$ cat src/rtl/key_pkg.sv
// -----------------------------------------------------------------------------
// key_pkg
// Shared types and constants for the key_onehot_capture block.
//   state_e                  : capture FSM states (IDLE / HELD)
//   KEY_W                    : number of push-button lines
//   DEBOUNCE_CYCLES_DEFAULT  : stable cycles before a vector is accepted
//                              (10 ms at 100 MHz)
//   CNT_W_DEFAULT            : debounce counter width
//   is_onehot()              : true when exactly one bit of a key vector is set
// -----------------------------------------------------------------------------
package key_pkg;

   localparam int unsigned KEY_W                   = 8;
   localparam int unsigned DEBOUNCE_CYCLES_DEFAULT = 1_000_000;
   localparam int unsigned CNT_W_DEFAULT           = 20;

   typedef enum logic {
      IDLE = 1'b0,   // no key down, waiting for a debounced press
      HELD = 1'b1    // some combination down, waiting for full release
   } state_e;

   // Population count equal to one.
   function automatic logic is_onehot(input logic [KEY_W-1:0] v);
      int unsigned ones;
      ones = 0;
      for (int i = 0; i < KEY_W; i++) begin
         ones += 32'(v[i]);
      end
      return (ones == 1);
   endfunction

endpackage

$ cat src/rtl/key_onehot_capture_if.sv
// -----------------------------------------------------------------------------
// key_onehot_capture_if
// Groups the key input and the captured-code outputs of key_onehot_capture.
//   iKey   : raw button lines, 1 = pressed, asynchronous to clk
//   oData  : captured one-hot key code, held until the next valid capture
//   oValid : one-cycle pulse when oData is loaded
//   oErr   : level, set by a multi-key press, cleared by the next capture
// Modports:
//   master : the side driving the buttons and consuming the code
//   slave  : the capture block itself
// -----------------------------------------------------------------------------
interface key_onehot_capture_if;
   import key_pkg::*;

   logic [KEY_W-1:0] iKey;
   logic [KEY_W-1:0] oData;
   logic             oValid;
   logic             oErr;

   modport master (
      output iKey,
      input  oData,
      input  oValid,
      input  oErr
   );

   modport slave (
      input  iKey,
      output oData,
      output oValid,
      output oErr
   );

endinterface

$ cat src/rtl/vec_debounce.sv
// -----------------------------------------------------------------------------
// vec_debounce
// Two-flop synchroniser followed by a whole-vector debouncer. The vector is
// accepted into dout only after the synchronised value has been unchanged for
// DEBOUNCE_CYCLES consecutive clocks; any bit toggling restarts the window for
// every bit, so a glitch shorter than the window never reaches dout.
// Ports:
//   clk  : system clock, rising edge
//   rst  : asynchronous, active-high reset
//   din  : raw asynchronous input vector
//   dout : debounced vector
// Parameters:
//   WIDTH           : vector width
//   DEBOUNCE_CYCLES : window length in clocks, minimum 2
//   CNT_W           : counter width, 2**CNT_W > DEBOUNCE_CYCLES
// -----------------------------------------------------------------------------
module vec_debounce #(
   parameter int unsigned WIDTH           = 8,
   parameter int unsigned DEBOUNCE_CYCLES = 1_000_000,
   parameter int unsigned CNT_W           = 20
) (
   input  logic             clk,
   input  logic             rst,
   input  logic [WIDTH-1:0] din,
   output logic [WIDTH-1:0] dout
);

   localparam logic [CNT_W-1:0] CNT_LAST = CNT_W'(DEBOUNCE_CYCLES - 1);

   logic [WIDTH-1:0] meta_q,      meta_d;
   logic [WIDTH-1:0] sync_q,      sync_d;
   logic [WIDTH-1:0] sync_prev_q, sync_prev_d;
   logic [CNT_W-1:0] cnt_q,       cnt_d;
   logic [WIDTH-1:0] db_q,        db_d;

   always_comb begin
      // NOTE: every signal assigned here gets a default first; a path that
      // leaves one unassigned would infer a latch.
      meta_d      = din;
      sync_d      = meta_q;       // second synchroniser stage, no logic between
      sync_prev_d = sync_q;
      cnt_d       = cnt_q;
      db_d        = db_q;

      if (sync_q != sync_prev_q) begin
         cnt_d = '0;
      end else if (cnt_q == CNT_LAST) begin
         // Window complete: keep loading the stable value, counter saturates.
         db_d = sync_q;
      end else begin
         cnt_d = cnt_q + 1'b1;
      end
   end

   // NOTE: the synchroniser flops are reset too, so a key held through reset
   // is seen as a fresh 0 -> pressed transition and debounced from scratch.
   always_ff @(posedge clk or posedge rst) begin
      if (rst) begin
         meta_q      <= '0;
         sync_q      <= '0;
         sync_prev_q <= '0;
         cnt_q       <= '0;
         db_q        <= '0;
      end else begin
         // NOTE: non-blocking assignments so every flop samples the values
         // from before this edge, independent of statement order.
         meta_q      <= meta_d;
         sync_q      <= sync_d;
         sync_prev_q <= sync_prev_d;
         cnt_q       <= cnt_d;
         db_q        <= db_d;
      end
   end

   assign dout = db_q;

endmodule

$ cat src/rtl/key_onehot_capture.sv
// -----------------------------------------------------------------------------
// key_onehot_capture
// Upstream stage of the 8-to-3 encoder. Debounces eight push-button lines as
// one vector and captures a single-key press as a registered one-hot byte.
// A press of two or more keys is rejected and flagged on oErr. Once a
// combination is down, nothing further is captured until every key has been
// released, so adding or swapping keys mid-press is ignored.
// Ports:
//   clk : system clock, rising edge
//   rst : asynchronous, active-high reset
//   bus : key_onehot_capture_if.slave (iKey in; oData, oValid, oErr out)
// Parameters:
//   DEBOUNCE_CYCLES : stable clocks required before a vector is accepted
//   CNT_W           : debounce counter width, 2**CNT_W > DEBOUNCE_CYCLES
// Latency: oValid rises DEBOUNCE_CYCLES+3 edges after the first edge that
// samples a stable iKey (2 synchroniser + 1 change detect + window + FSM).
// -----------------------------------------------------------------------------
module key_onehot_capture
   import key_pkg::*;
#(
   parameter int unsigned DEBOUNCE_CYCLES = DEBOUNCE_CYCLES_DEFAULT,
   parameter int unsigned CNT_W           = CNT_W_DEFAULT
) (
   input  logic                 clk,
   input  logic                 rst,
   key_onehot_capture_if.slave  bus
);

   logic [KEY_W-1:0] db;

   state_e           state_q, state_d;
   logic [KEY_W-1:0] data_q,  data_d;
   logic             valid_q, valid_d;
   logic             err_q,   err_d;

   vec_debounce #(
      .WIDTH           (KEY_W),
      .DEBOUNCE_CYCLES (DEBOUNCE_CYCLES),
      .CNT_W           (CNT_W)
   ) u_debounce (
      .clk  (clk),
      .rst  (rst),
      .din  (bus.iKey),
      .dout (db)
   );

   always_comb begin
      state_d = state_q;
      data_d  = data_q;
      valid_d = 1'b0;               // pulse: drops the edge after a capture
      err_d   = err_q;

      case (state_q)
         IDLE: begin
            if (db != '0) begin
               state_d = HELD;
               if (is_onehot(db)) begin
                  data_d  = db;
                  valid_d = 1'b1;
                  err_d   = 1'b0;
               end else begin
                  // Multi-key press: keep the previous code, only flag it.
                  err_d = 1'b1;
               end
            end
         end
         HELD: begin
            // Only a full release re-arms the capture.
            if (db == '0) begin
               state_d = IDLE;
            end
         end
      endcase
   end

   always_ff @(posedge clk or posedge rst) begin
      if (rst) begin
         state_q <= IDLE;
         data_q  <= '0;
         valid_q <= 1'b0;
         err_q   <= 1'b0;
      end else begin
         state_q <= state_d;
         data_q  <= data_d;
         valid_q <= valid_d;
         err_q   <= err_d;
      end
   end

   assign bus.oData  = data_q;
   assign bus.oValid = valid_q;
   assign bus.oErr   = err_q;

endmodule

$ cat src/flat_wrapper.sv
// flat-port wrapper written by rule: the top's interface ports become plain ports
module key_onehot_capture_flat import key_pkg::*;
#(
   parameter int unsigned DEBOUNCE_CYCLES = DEBOUNCE_CYCLES_DEFAULT,
   parameter int unsigned CNT_W           = CNT_W_DEFAULT
)
  (clk, rst, bus_iKey, bus_oData, bus_oValid, bus_oErr);
  key_onehot_capture_if bus_i ();
  input  logic clk;
  input  logic rst;
  input wire logic [$bits(bus_i.iKey)-1:0] bus_iKey;
  output wire logic [$bits(bus_i.oData)-1:0] bus_oData;
  output wire logic [$bits(bus_i.oValid)-1:0] bus_oValid;
  output wire logic [$bits(bus_i.oErr)-1:0] bus_oErr;
  assign bus_i.iKey = bus_iKey;
  assign bus_oData = bus_i.oData;
  assign bus_oValid = bus_i.oValid;
  assign bus_oErr = bus_i.oErr;
  key_onehot_capture #(.DEBOUNCE_CYCLES(DEBOUNCE_CYCLES), .CNT_W(CNT_W)) u_core (.clk(clk), .rst(rst), .bus(bus_i));
endmodule
$ cat config.mk
export PLATFORM = sky130hd
export DESIGN_NAME = key_onehot_capture_flat
export DESIGN_NICKNAME = d
export VERILOG_FILES = /design/src/rtl/key_pkg.sv /design/src/rtl/key_onehot_capture_if.sv /design/src/rtl/vec_debounce.sv /design/src/rtl/key_onehot_capture.sv /design/src/flat_wrapper.sv
export SDC_FILE = /design/constraint.sdc
export NUM_CORES = 1
export LEC_CHECK = 0
export ABC_AREA = 1
export BUFFER_PORTS_ARGS = -buffer_cell sky130_fd_sc_hd__buf_2
export CAP_MARGIN = 40
export CORE_ASPECT_RATIO = 1.25
export CORE_MARGIN = 1.5
export CORE_UTILIZATION = 64
export DETAILED_ROUTE_END_ITERATION = 7
export GPL_TIMING_DRIVEN = 0
export PLACE_DENSITY_LB_ADDON = 0.08
export SYNTH_ARGS = -nofsm -noshare
export SYNTH_HDL_FRONTEND = slang
export SYNTH_SLANG_ARGS = --single-unit
export TNS_END_PERCENT = 5
$ cat constraint.sdc
create_clock -name clk -period 8.4 [get_ports clk]
set_clock_uncertainty 0.1 [all_clocks]
set_input_delay 0.42 -clock clk [delete_from_list [all_inputs] [get_ports clk]]
set_output_delay 0.42 -clock clk [all_outputs]
set_load 0.05 [all_outputs]
* Word-level counts from Yosys, hierarchy flattened
Index checks and enable logic that the tools add are counted.
Operators by class: add/sub/neg operators 8, $mul 0, div/mod/pow operators 0, $lt $le $gt $ge 0, equality and inequality tests 4, shifts and indexed selects 0, multiplexer cells 9, bitwise operators 2, reductions and logical operators 5
Operator list (count):
- adder 32 x 1 -> 32 bit | 6
- 2-to-1 mux 20 bit | 2
- == test 32 x 1 -> 1 bit, second input constant | 1
- adder 20 x 1 -> 20 bit, second input constant | 1
- == test 20 bit, second input constant | 1
- zero test 8 bit | 1
- inequality test 8 bit | 1
- nonzero test 8 bit | 1
- 2-to-1 mux 1 bit | 6
- AND reduction 2 bit | 2
- AND reduction 3 bit | 1
- adder 1 x 1 -> 2 bit | 1
- inequality test 2 bit, second input constant | 1
- NOT 1 bit | 2
- one-hot mux 1 bit (2 select lines) | 1
Storage, ports and cells: register bits after elaboration 63, latch bits 0, bits in writable memories 0, bits in read-only memories 0, input port bits 10, output and inout bits 10, word-level logic and storage cells 37, memories 0

* Depth between registers and ports, before layout
Gate-level depths: netlist (run 1).
word-level depth 11, depth in mapped cells 16, mapped depth without buffers 15

* By module
From an unflattened synthesis (run 1), not the netlist that was laid out.
Unflattened totals: cells, all modules 355, area total of the unflattened synthesis 2957.8 sq um
Modules (own cells, without submodules):
- vec_debounce | instances 1, cells an instance 276, area each 2284.7 sq um, seq. area each 1301.2 sq um
- key_onehot_capture | instances 1, cells an instance 79, area each 673.1 sq um, seq. area each 275.3 sq um

* Worst setup path after synthesis (run 1)
No wires, ideal clock.
path kind reg2reg, start point reg u_core.u_debounce.db_q[0], in the netlist u_core.u_debounce.dout[0], end point reg u_core.data_q[0], in the netlist u_core.bus.oData[0], setup time 0.076 ns, data arrival time 3.034 ns, required time 8.224 ns, slack 5.190 ns, stages on the path, launching flop included 16, path buffers 1, period minus slack after synthesis 3.210 ns, cells stage by stage dfrtp_1 > inv_1 > ha_1 > inv_1 > fa_1 > fa_1 > inv_1 > fa_1 > inv_1 > fa_1 > nand3_1 > nor2_1 > nand2_2 > buf_4 > nand2_1 > o21ai_1
Between the ends: cells in the longest elaborated chain, start to end 9, elaborated cells between the ends (all ways) 10, classes of those cells add/sub: 7; eq/ne: 1; reduce/logical: 2
Ends and longest elaborated chain:
- from (decl) | RTL line vec_debounce.sv:34 | logic [WIDTH-1:0] db_q, db_d;
- from (signal assigned) | RTL line vec_debounce.sv:63 | db_q <= '0;
- from (signal assigned) | RTL line vec_debounce.sv:71 | db_q <= db_d;
- adder 1 x 1 -> 2 bit | RTL line key_pkg.sv:27 | ones += 32'(v[i]);
- adder 32 x 1 -> 32 bit (6 in series) | RTL line key_pkg.sv:27
- == test 32 x 1 -> 1 bit | RTL line key_pkg.sv:29 | return (ones == 1);
- AND reduction 3 bit (no line)
- to (signal assigned) | RTL line key_onehot_capture.sv:84 | data_q <= data_d;
- to (decl) | RTL line key_onehot_capture.sv:32 | logic [KEY_W-1:0] data_q, data_d;
Several ways; a longest one is shown, not always the timed one. A chain may end at the register's enable or synchronous reset.

* Worst setup path after layout (run 1)
Ends and elaborated chain as after synthesis.

==> summary.txt, run 1 <==
Clock tree
  • Resize count post-CTS: 0
  • Deepest clock path buffer count: 2
  • Clock slew at reported path FFs: ~0.070 ns
  • CTS HTree Levels: 3
  • Skew-Pair Late Insertion Delay: between 0.3 and 0.4 ns
  • Number of hold buffers added after cts: 0
  • Root Driver: clkbuf_8
  • Post-CTS setup buffers: 0
  • CTS tree: yes
  • Clock Sinks: 63
  • CTS Buf Count: 9

Yosys
  • Number of synthesized flops with an enable pin: 0
  • Yosys reg bits: 63
  • Seq/Total Area, Yosys: 0.5412
  • Synth Instances: 337
  • Commonest cells post-synth: nand2_1, dfrtp_1, inv_1, nor2_1, nand3_1
  • Post-synthesis cell type count: 28
  • Synth top area cells: dfrtp_1, nand2_1, inv_1
  • Area leader, netlist: dfrtp_1
  • Avg Inst Size Synth: just under 9 um2
  • Synthesis warning total: 0
  • Post-Syn Nets: 356
  • Synthesized area: roughly 0.003 mm2
  • Synth top area share: 0.5412
  • Ys async rst share: 1.000
  • Most frequent cell after synthesis: nand2_1
  • Top_reg_cell synth: dfrtp_1

Floorplan
  • Starting Density: 0.6632
  • Die height: just under 80 um
  • Die W: 63.34 um
  • Die area: 0.004967 mm2
  • Rows: 27
  • Area of the core: around 0.0044 mm2
  • # IOs: 20

Run
  • Max Cap Viol: 0

Critical path
  • Setup crit start kind: flip-flop
  • CP endpoint kind: flip-flop
  • CP cell instances: inv_1 -> ha_1 -> inv_1 -> fa_1 -> fa_1 -> inv_1 -> fa_1 -> inv_1 -> fa_1 -> nand3_1 -> nor2_1 -> nand2_2 -> buf_4 -> nand2_1 -> o21ai_1
  • Critical path class: reg2reg
  • Worst EP required: around 8.6 ns
  • CP max stage delay: 0.50 ns
  • Critical path's top delay family: adder cells
  • Crit-path max FO: 10
  • Critical-path top delay cell: fa_1
  • Critical Path AT: 3.63 ns
  • Worst Path Buf+Inv: 5

STA
  • Final TNS setup: 0 ns
  • RSZ-0062 raised after global routing: no
  • Max Slew Vio Count: 0
  • Number of hold violations in the final report: 0
  • Setup ws final: approximately 4.9 ns
  • Slew margin rel.: 0.5648
  • WHS: 0.06637 ns
  • Worst-margin pin slew: ~0.65 ns
  • FMAX: 289.0 MHz
  • Fraction of the cycle the final worst path needs: 0.4119
  • Final setup vio count: 0
  • Period minus WS final: between 3 and 4 ns

Cells and area
  • Share of cells above drive strength 1: 0.1823
  • Layout area overhead: 12.89%
  • Nets: approximately 390
  • Fillers: roughly 340
  • # diodes: 0

Routing
  • DRT Wirelength: 4905 um
  • Vias: about 2200
  • DRT Pass-1 Iters: 4
  • Drt wl/cell: 11.38 um
  • DR top layer: met4
  • Final ANT Viol Nets: 0
  • DR vias/cell: around 5
  • DR iter-0 viols: about 130
  • DR WL met2: around 2500 um
  • Met3 Wirelength: approximately 200 um
  • Remaining DRCs: 0
  • Wl on met1: between 2000 and 2500 um

Placement
  • RD Place Congestion: 0.8623
  • Place WS: ~5 ns
  • PortBufs: 19
  • HPWL after DPL: about 3500 um

Global route
  • Tot GR Track Use: 0.2367
  • GR Overflow Total: 0
  • Vias in the first global route: ~2200
  • Initial antenna violation count: 0
  • First-pass GRT wire length: around 9000 um
  • Pin count of the biggest net entering global routing: 33

Power and ir drop
  • Net Sw Frac: 0.2207
  • Combinational share of power: 0.031
  • Maximum vdd ir drop: approximately 0.00014 V
  • Static leakage: around 1.7 nW
  • Switching power: around 0.00013 W
  • Clock Power Share: 0.427
  • Power per standard cell area: 175.7 mW/mm2
  • Pint: approximately 0.00045 W
  • Sequential power share: 0.542

Status
  • Status: finished clean

Hold path
  • Hold crit path type: in2async
==> flip-flops by register name (all words and copies together), names as in the netlist <==
name	flops
u_core.u_debounce.dout	8
u_core.bus.oErr	1
u_core.u_debounce.sync_prev_q	8
u_core.u_debounce.sync_prev_d	8
u_core.bus.oData	8
u_core.u_debounce.cnt_q	20
u_core.state_q	1
u_core.u_debounce.meta_q	8
u_core.bus.oValid	1
==> placed cells by master (no fill, tap or decap) <==
master,instances
nand3_2,1
nand3_1,19
xnor2_1,3
nand3_4,1
ha_1,5
o21ai_1,11
xor2_1,1
nor3_2,1
nor2_8,1
clkbuf_8,9
fa_1,4
buf_12,1
nor2_2,10
and3_1,1
buf_4,1
nor3_1,5
clkinv_2,5
buf_6,2
dfrtp_1,63
nand2_4,1
nand4_1,4
or2_2,1
inv_2,10
nand2_2,2
nor3b_1,1
a31oi_1,1
nor2_1,41
buf_2,19
nand2_1,94
bufinv_16,1
clkinv_4,2
inv_1,44
a21oi_1,8
==> layer usage <==
| layer | vias to the layer above | track usage |
|---|---|---|
| met5 | - | 0 |
| li1 | 1094 | - |
| met4 | 0 | 0.1283 |
| met1 | 998 | 0.2745 |
| met3 | 16 | 0.06877 |
| met2 | 48 | 0.3947 |
==> power by group through the flow <==
stage                     Sequential, W  Combinational [W]  Clock [W]
after floorplan                0.000318          0.0000131          0
after global placement         0.000318          0.0000172          0
after detailed placement       0.000319          0.0000189          0
after CTS                      0.000313          0.0000189   0.000253
after global routing           0.000313          0.0000214   0.000265
final                          0.000313          0.0000182   0.000247
==> cell type report <==
class	count	area, um2	area share
Clock buffer	9	123.9	0.03767
Inverter	55	211.5	0.06431
Timing Repair Buffer	20	115.1	0.03501
Clock inverter	7	63.81	0.01941
Multi-Input combinational cell	216	1095	0.3330
Tap cell	58	72.57	0.02207
Sequential cell	63	1577	0.4795
Buffer	3	30.03	0.009132
==> stage by stage <==
step	cells	cell area, um2	util	power (W)
finish	431	3288	0.7487	0.0005777
global route	431	3288	0.7487	0.0006001
CTS	431	3288	0.7487	0.0005845
detailed placement	415	3100	0.7060	0.0003377
global placement	414	3080	0.7014	0.0003355
floorplan	337	2913	-	0.0003308
==> final timing paths <==
| path | start | end | slack, ns | depth (start not counted) |
|---|---|---|---|---|
| hold reg to reg | u_core.u_debounce.meta_q[5] | u_core.u_debounce.sync_prev_d[5] | 0.25 | 0 |
| setup / recovery | u_core.u_debounce.dout[0] | u_core.bus.oData[0] | 4.94 | 15 |
| hold / removal | rst | u_core.bus.oData[6] | 0.07 | 2 |
| min in group clk | bus_iKey[3] | u_core.u_debounce.meta_q[3] | 0.09 | 1 |
| setup reg to reg | u_core.u_debounce.dout[0] | u_core.bus.oData[0] | 4.94 | 15 |
| max in group asynchronous | rst | u_core.u_debounce.sync_prev_q[4] | 7.53 | 3 |
==> kinds of logic (layout without fill, tap and decap cells) <==
kind of cell | Yosys count | count (layout) | synth area share
XOR/XNOR | 4 | 4 | 0.01203
AND/OR/NAND/NOR | 183 | 183 | 0.2801
adder cells (fa/ha/maj) | 9 | 9 | 0.04897
buffers and inverters | 58 | 94 | 0.08290
flip-flops | 63 | 63 | 0.5412
AO/OA/AOI/OAI | 20 | 20 | 0.03479
Note: power is estimated with default switching activity, not from simulation.
==> inputs of run 2 (changes only) <==
Settings changed: CORE_UTILIZATION 64 to 59.
Clock period 8.4 ns to 3.45 ns, I/O delays scaled along.
==> run 2 against run 1 <==
Against the previous run: flip-flop and latch count unchanged; die area rose by 8.1%; critical path depth fell by 1; hold slack gained 0.18 ns; global-route usage shrank 1.7 points; count of clock-buffer cells in the layout grew 4; sequential share of layout area is 2.2 points lower.
==> summary.txt, run 2 (synthesis results as in run 1) <==
Power and ir drop
  • Net Sw Frac: 0.2245 (+0.003856)
  • Sequential power share: 0.550 (+0.008)
  • Static leakage: 1.751 nW (+3.3%)
  • Maximum vdd ir drop: 0.0003654 V (+150%)
  • Clock Power Share: 0.412 (-0.015)
  • Combinational share of power: 0.038 (+0.007)
  • Power Total: 0.001384 W (+140%)
  • Pint: 0.001073 W (+140%)
  • Switching power: 0.0003107 W (+140%)
  • Power per standard cell area: 401.9 mW/mm2 (+130%)

Critical path
  • CP max stage delay: 0.55 ns (+0.05 ns)
  • CP cell instances: inv_2 -> ha_4 -> inv_2 -> fa_1 -> fa_1 -> inv_2 -> fa_2 -> inv_2 -> fa_1 -> nand3_1 -> nor2_2 -> nand2_2 -> buf_4 -> o21ai_1
  • Setup crit start kind: flip-flop
  • Worst EP required: 3.57 ns (-5.00 ns)
  • Critical path class: reg2reg
  • Critical-path top delay cell: fa_1
  • Worst Path Buf+Inv: 5 (unchanged)
  • Most used cell, CP: inv_2
  • Critical path's top delay family: adder cells
  • Crit path launch: u_core.u_debounce.dout[0]
  • Crit-path max FO: 5 (-5)
  • CP endpoint kind: flip-flop
  • Critical Path AT: 3.50 ns (-0.13 ns)
  • Worst R2R Start: u_core.u_debounce.dout[0]

Routing
  • DRT Pass-1 Iters: 4 (unchanged)
  • Drt wl/cell: 11.19 um (-1.7%)
  • Remaining DRCs: 0 (unchanged)
  • Final ANT Viol Nets: 0 (unchanged)
  • DR iter-0 viols: 127 (-1.6%)
  • DRT Wirelength: 5000 um (+1.9%)
  • Vias: 2167 (+0.51%)
  • DR vias/cell: 4.848 (-3.1%)

Placement
  • HPWL after DPL: 3448 um (-1.5%)
  • Area post-placement: 0.003103 mm2 (about the same)
  • RD Place Congestion: 0.8313 (-3.6%)
  • Placed insts: 417 (+0.48%)
  • PortBufs: 19 (unchanged)

STA
  • Slew margin rel.: 0.6687 (+0.1039)
  • WHS: 0.2438 ns (+0.1774 ns)
  • Max Slew Vio Count: 0 (unchanged)
  • Fraction of the cycle the final worst path needs: 0.9782 (+0.5663)
  • Worst-margin pin slew: 0.4962 ns (-0.1556 ns)
  • Final setup vio count: 0 (unchanged)
  • Period minus WS final: 3.375 ns (-0.08497 ns)
  • Number of hold violations in the final report: 0 (unchanged)
  • FMAX: 296.3 MHz (+2.5%)

Floorplan
  • Die W: 65.85 um (+4.0%)
  • Die area: 0.005370 mm2 (+8.1%)
  • Starting Density: 0.6159 (-0.04737)
  • Rows: 28 (+3.7%)
  • Die height: 81.56 um (+4.0%)
  • Area of the core: 0.004730 mm2 (+7.7%)
  • # IOs: 20 (unchanged)

Global route
  • Tot GR Track Use: 0.2197 (-0.01702)
  • Pin count of the biggest net entering global routing: 42 (+27%)
  • GR Overflow Total: 0 (unchanged)
  • Initial antenna violation count: 0 (unchanged)
  • Vias in the first global route: 2053 (-6.2%)
  • First-pass GRT wire length: 8832 um (-1.9%)

Clock tree
  • Skew-Pair Late Insertion Delay: 0.34 ns (about the same)
  • Deepest clock path buffer count: 2 (unchanged)
  • Clock slew at reported path FFs: 0.07 ns (about the same)
  • CTS Buf Count: 9 (unchanged)
  • Root Driver: clkbuf_8
  • CTS HTree Levels: 3 (unchanged)
  • CTS tree: yes
  • Clock Sinks: 63 (unchanged)

Cells and area
  • Share of cells above drive strength 1: 0.2067 (+0.02441)
  • Most frequent cells in the layout: nand2_1, dfrtp_1, nor2_1
  • Number of flip-flops in the largest register: 20 (unchanged)
  • # diodes: 0 (unchanged)
  • Layout area overhead: 18.21%
  • Final Instance Area: 0.003443 mm2 (+4.7%)
  • Finished Layout Cells: 447 (+3.7%)
  • Nets: 401 (+3.6%)
  • Largest Register: u_core.u_debounce.cnt_q
  • Commonest non-fill, non-tap cell in the layout: nand2_1

Run
  • Max Cap Viol: 0 (unchanged)

Hold path
  • Min-delay src: u_core.u_debounce.meta_q[4]
  • Hold crit path type: reg2reg

Status
  • Status: finished clean
run 2: area by class of cell:
| class | count | area (um2) |
|---|---|---|
| clock inverter | 3 | 17.52 |
| timing repair buffer | 34 | 255.2 |
| sequential | 63 | 1577 |
| clock buffer | 13 | 158.9 |
| multi-input combinational | 216 | 1115 |
| buffer | 3 | 33.78 |
| inverter | 55 | 211.5 |
| fill | 367 | 1286 |
| tap | 60 | 75.07 |
run 2: per-stage QoR:
stage / worst slack (ns) / setup TNS [ns] / util
after floorplan: 0.2396 / 0 / -
after global placement: 0.1159 / 0 / 0.6519
after detailed placement: 0.05352 / 0 / 0.6561
after CTS: 0.01714 / 0 / 0.7132
after global routing: -0.04256 / -0.2802 / 0.7280
final: 0.07506 / 0 / 0.7280
run 2: metal layers:
metal,share of wire,global-route usage
met3,0.034,0.06164
met2,0.50,0.3697
met1,0.45,0.2670
met5,0,0
met4,0.019,0.08750
run 2: worst paths after layout:
| path | to | slack (ns) | depth (start not counted) |
|---|---|---|---|
| max | u_core.bus.oData[4] | 0.08 | 14 |
| min | u_core.u_debounce.sync_prev_d[4] | 0.24 | 0 |
| max reg2reg | u_core.bus.oData[4] | 0.08 | 14 |
| min reg2reg | u_core.u_debounce.sync_prev_d[4] | 0.24 | 0 |
| max in group asynchronous | u_core.u_debounce.meta_q[4] | 2.36 | 4 |
| min in group asynchronous | u_core.u_debounce.cnt_q[16] | 0.31 | 3 |
run 2: power by group through the flow:
stage	Clock [W]	Combinational, W	Sequential, W
2_1_floorplan	0	0.0000318	0.000774
3_3_place_gp	0	0.0000420	0.000775
3_5_place_dp	0	0.0000462	0.000776
4_1_cts	0.000577	0.0000540	0.000762
5_1_grt	0.000601	0.0000610	0.000763
6_report	0.000570	0.0000524	0.000762
run 2: what timing repair did:
action                                  4_1_cts  5_1_grt
endpoints found under the setup margin        2        9
buffers inserted                              0        4
pin swaps                                     0        5
gates cloned                                  0        1
hold buffers                                  9        0
gates resized for setup                       1       10
endpoints found under the hold margin        30        0
==> inputs of run 3 (changes only) <==
Settings changed: CORE_MARGIN 1.5 to default.
==> run 3 against run 2 <==
Against the previous run: sequential share of layout area down 0.59 points; power increased by 13%; via count up 1.3%; global-route usage decreased by 0.091 points; hold slack improved by 0.0036 ns; critical endpoint is now u_core.bus.oData[6]; first-iteration DRC count fell by 3.1%.
==> summary.txt, run 3 (synthesis results as in run 1) <==
Floorplan
  • Die area: 0.005224 mm2 (-2.7%)
  • Die W: 64.85 um (-1.5%)
  • Starting Density: 0.6159 (unchanged)
  • # IOs: 20 (unchanged)
  • Die height: 80.56 um (-1.2%)
  • Rows: 28 (unchanged)
  • Area of the core: 0.004730 mm2 (unchanged)

Routing
  • DRT Wirelength: 4994 um (-0.12%)
  • Remaining DRCs: 0 (unchanged)
  • Drt wl/cell: 11.20 um (+0.10%)
  • Final ANT Viol Nets: 0 (unchanged)
  • DR vias/cell: 4.924 (+1.6%)
  • Vias: 2196 (+1.3%)
  • DR iter-0 viols: 123 (-3.1%)
  • DRT Pass-1 Iters: 4 (unchanged)

Power and ir drop
  • Pint: 0.001276 W (+19%)
  • Switching power: 0.0002943 W (-5.3%)
  • Maximum vdd ir drop: 0.0003164 V (-13%)
  • Static leakage: 1.775 nW (+1.4%)
  • Clock Power Share: 0.481 (+0.069)
  • Net Sw Frac: 0.1874 (-0.03717)
  • Sequential power share: 0.485 (-0.065)
  • Power per standard cell area: 450.2 mW/mm2 (+12%)
  • Combinational share of power: 0.033 (-0.005)

STA
  • Worst-margin pin slew: 0.6692 ns (+0.1730 ns)
  • FMAX: 303.9 MHz (+2.6%)
  • Final TNS setup: 0 ns (unchanged)
  • Final setup vio count: 0 (unchanged)
  • Fraction of the cycle the final worst path needs: 0.9539 (-0.02436)
  • Max Slew Vio Count: 0 (unchanged)
  • WHS: 0.2474 ns (+0.003569 ns)
  • Setup ws final: 0.1591 ns (+0.08404 ns)
  • Slew margin rel.: 0.5532 (-0.1155)
  • Number of hold violations in the final report: 0 (unchanged)
  • Period minus WS final: 3.291 ns (-0.08404 ns)

Cells and area
  • # diodes: 0 (unchanged)
  • Largest Register: u_core.u_debounce.cnt_q
  • Final Instance Area: 0.003488 mm2 (+1.3%)
  • Multi-input logic area: 0.001105 mm2 (-0.90%)
  • Share of cells above drive strength 1: 0.1891 (-0.01760)
  • Nets: 400 (-0.25%)
  • Commonest non-fill, non-tap cell in the layout: nand2_1
  • Finished Layout Cells: 446 (-0.22%)
  • Fillers: 340 (-7.4%)
  • Layout area overhead: 19.76%
  • Most frequent cells in the layout: nand2_1, dfrtp_1, inv_1
  • Sequential cell area: 0.001577 mm2 (unchanged)
  • Number of flip-flops in the largest register: 20 (unchanged)

Critical path
  • Crit-path max FO: 7 (+2)
  • Critical-path top delay cell: fa_1
  • CP max stage delay: 0.55 ns (about the same)
  • CP endpoint kind: flip-flop
  • Critical Path AT: 3.40 ns (-0.10 ns)
  • Worst EP required: 3.56 ns (about the same)
  • CP cell instances: inv_2 -> ha_1 -> inv_1 -> fa_1 -> fa_1 -> inv_1 -> fa_2 -> inv_1 -> fa_1 -> nand3_2 -> nor2_2 -> nand2_2 -> buf_12 -> nand2_1 -> o21ai_1
  • Critical path class: reg2reg
  • Setup crit start kind: flip-flop

Global route
  • Pin count of the biggest net entering global routing: 34 (-19%)
  • Vias in the first global route: 2038 (-0.73%)
  • First-pass GRT wire length: 8597 um (-2.7%)
  • GR Overflow Total: 0 (unchanged)
  • Initial antenna violation count: 0 (unchanged)
  • Tot GR Track Use: 0.2188 (-0.0009137)

Clock tree
  • CTS Buf Count: 9 (unchanged)
  • Skew-Pair Late Insertion Delay: 0.33 ns (about the same)
  • Deepest clock path buffer count: 2 (unchanged)
  • CTS tree: yes
  • Clock Sinks: 63 (unchanged)
  • Clock slew at reported path FFs: 0.07 ns (about the same)
  • Root Driver: clkbuf_8
  • CTS HTree Levels: 3 (unchanged)

Placement
  • Area post-placement: 0.003103 mm2 (unchanged)
  • PortBufs: 19 (unchanged)
  • HPWL after DPL: 3385 um (-1.8%)
  • RD Place Congestion: 0.8415 (+1.2%)
  • Placed insts: 417 (unchanged)
  • Place WS: 0.07532 ns (+0.02180 ns)

Run
  • Max Cap Viol: 0 (unchanged)

Status
  • Status: finished clean

Hold path
  • Hold crit path type: reg2reg
## run 3: critical path: cells and delay by family (launching register included)
family | cells | cell delay (ns)
adder cells (fa/ha/maj) | 5 | 1.91
buffers and inverters | 5 | 0.39
flip-flops | 1 | 0.38
AND/OR/NAND/NOR | 4 | 0.33
AO/OA/AOI/OAI | 1 | 0.06
## run 3: cell type report
| class | count | share of cell area |
|---|---|---|
| Tap cell | 60 | 0.02152 |
| Inverter | 55 | 0.06062 |
| Clock inverter | 3 | 0.02582 |
| Buffer | 3 | 0.009684 |
| Clock buffer | 13 | 0.04268 |
| Sequential cell | 63 | 0.4519 |
| Multi-Input combinational cell | 216 | 0.3167 |
| Timing Repair Buffer | 33 | 0.07102 |
## run 3: worst paths after layout
| path | start | slack (ns) | to | cells after the start |
|---|---|---|---|---|
| worst max register to register | u_core.u_debounce.dout[0] | 0.16 | u_core.bus.oData[6] | 15 |
| min in group asynchronous | rst | 0.39 | u_core.u_debounce.cnt_q[16] | 3 |
| worst min register to register | u_core.u_debounce.meta_q[3] | 0.25 | u_core.u_debounce.sync_prev_d[3] | 0 |
| worst min-delay path | u_core.u_debounce.meta_q[3] | 0.25 | u_core.u_debounce.sync_prev_d[3] | 0 |
| worst max-delay path | u_core.u_debounce.dout[0] | 0.16 | u_core.bus.oData[6] | 15 |
| max in group asynchronous | rst | 2.26 | u_core.u_debounce.sync_prev_q[4] | 4 |
## run 3: power groups by stage
| stage | combinational [W] | sequential (W) | clock, W |
|---|---|---|---|
| 2_1_floorplan | 0.0000318 | 0.000774 | 0 |
| 3_3_place_gp | 0.0000420 | 0.000775 | 0 |
| 3_5_place_dp | 0.0000462 | 0.000776 | 0 |
| 4_1_cts | 0.0000540 | 0.000762 | 0.000769 |
| 5_1_grt | 0.0000605 | 0.000764 | 0.000797 |
| 6_report | 0.0000526 | 0.000762 | 0.000756 |
## run 3: layer usage
metal  global-route usage  share of wire  up-vias
met4               0.1067          0.020        0
li1                     -              -     1117
met1               0.2602           0.45     1027
met3              0.05966          0.029       10
met2               0.3625           0.50       42
met5                    0              0        -
## run 3: timing repair
item / CTS / global route
hold buffers: 9 / 0
setup endpoints to repair: 0 / 8
gates resized for setup: 0 / 6
buffers inserted: 0 / 3
endpoints found under the hold margin: 38 / 0
## run 3: stage by stage
step                        util  power (W)
after global placement    0.6519  0.0008169
after floorplan                -  0.0008054
after detailed placement  0.6561  0.0008218
after CTS                 0.7257   0.001585
final                     0.7376   0.001571
after global routing      0.7376   0.001621
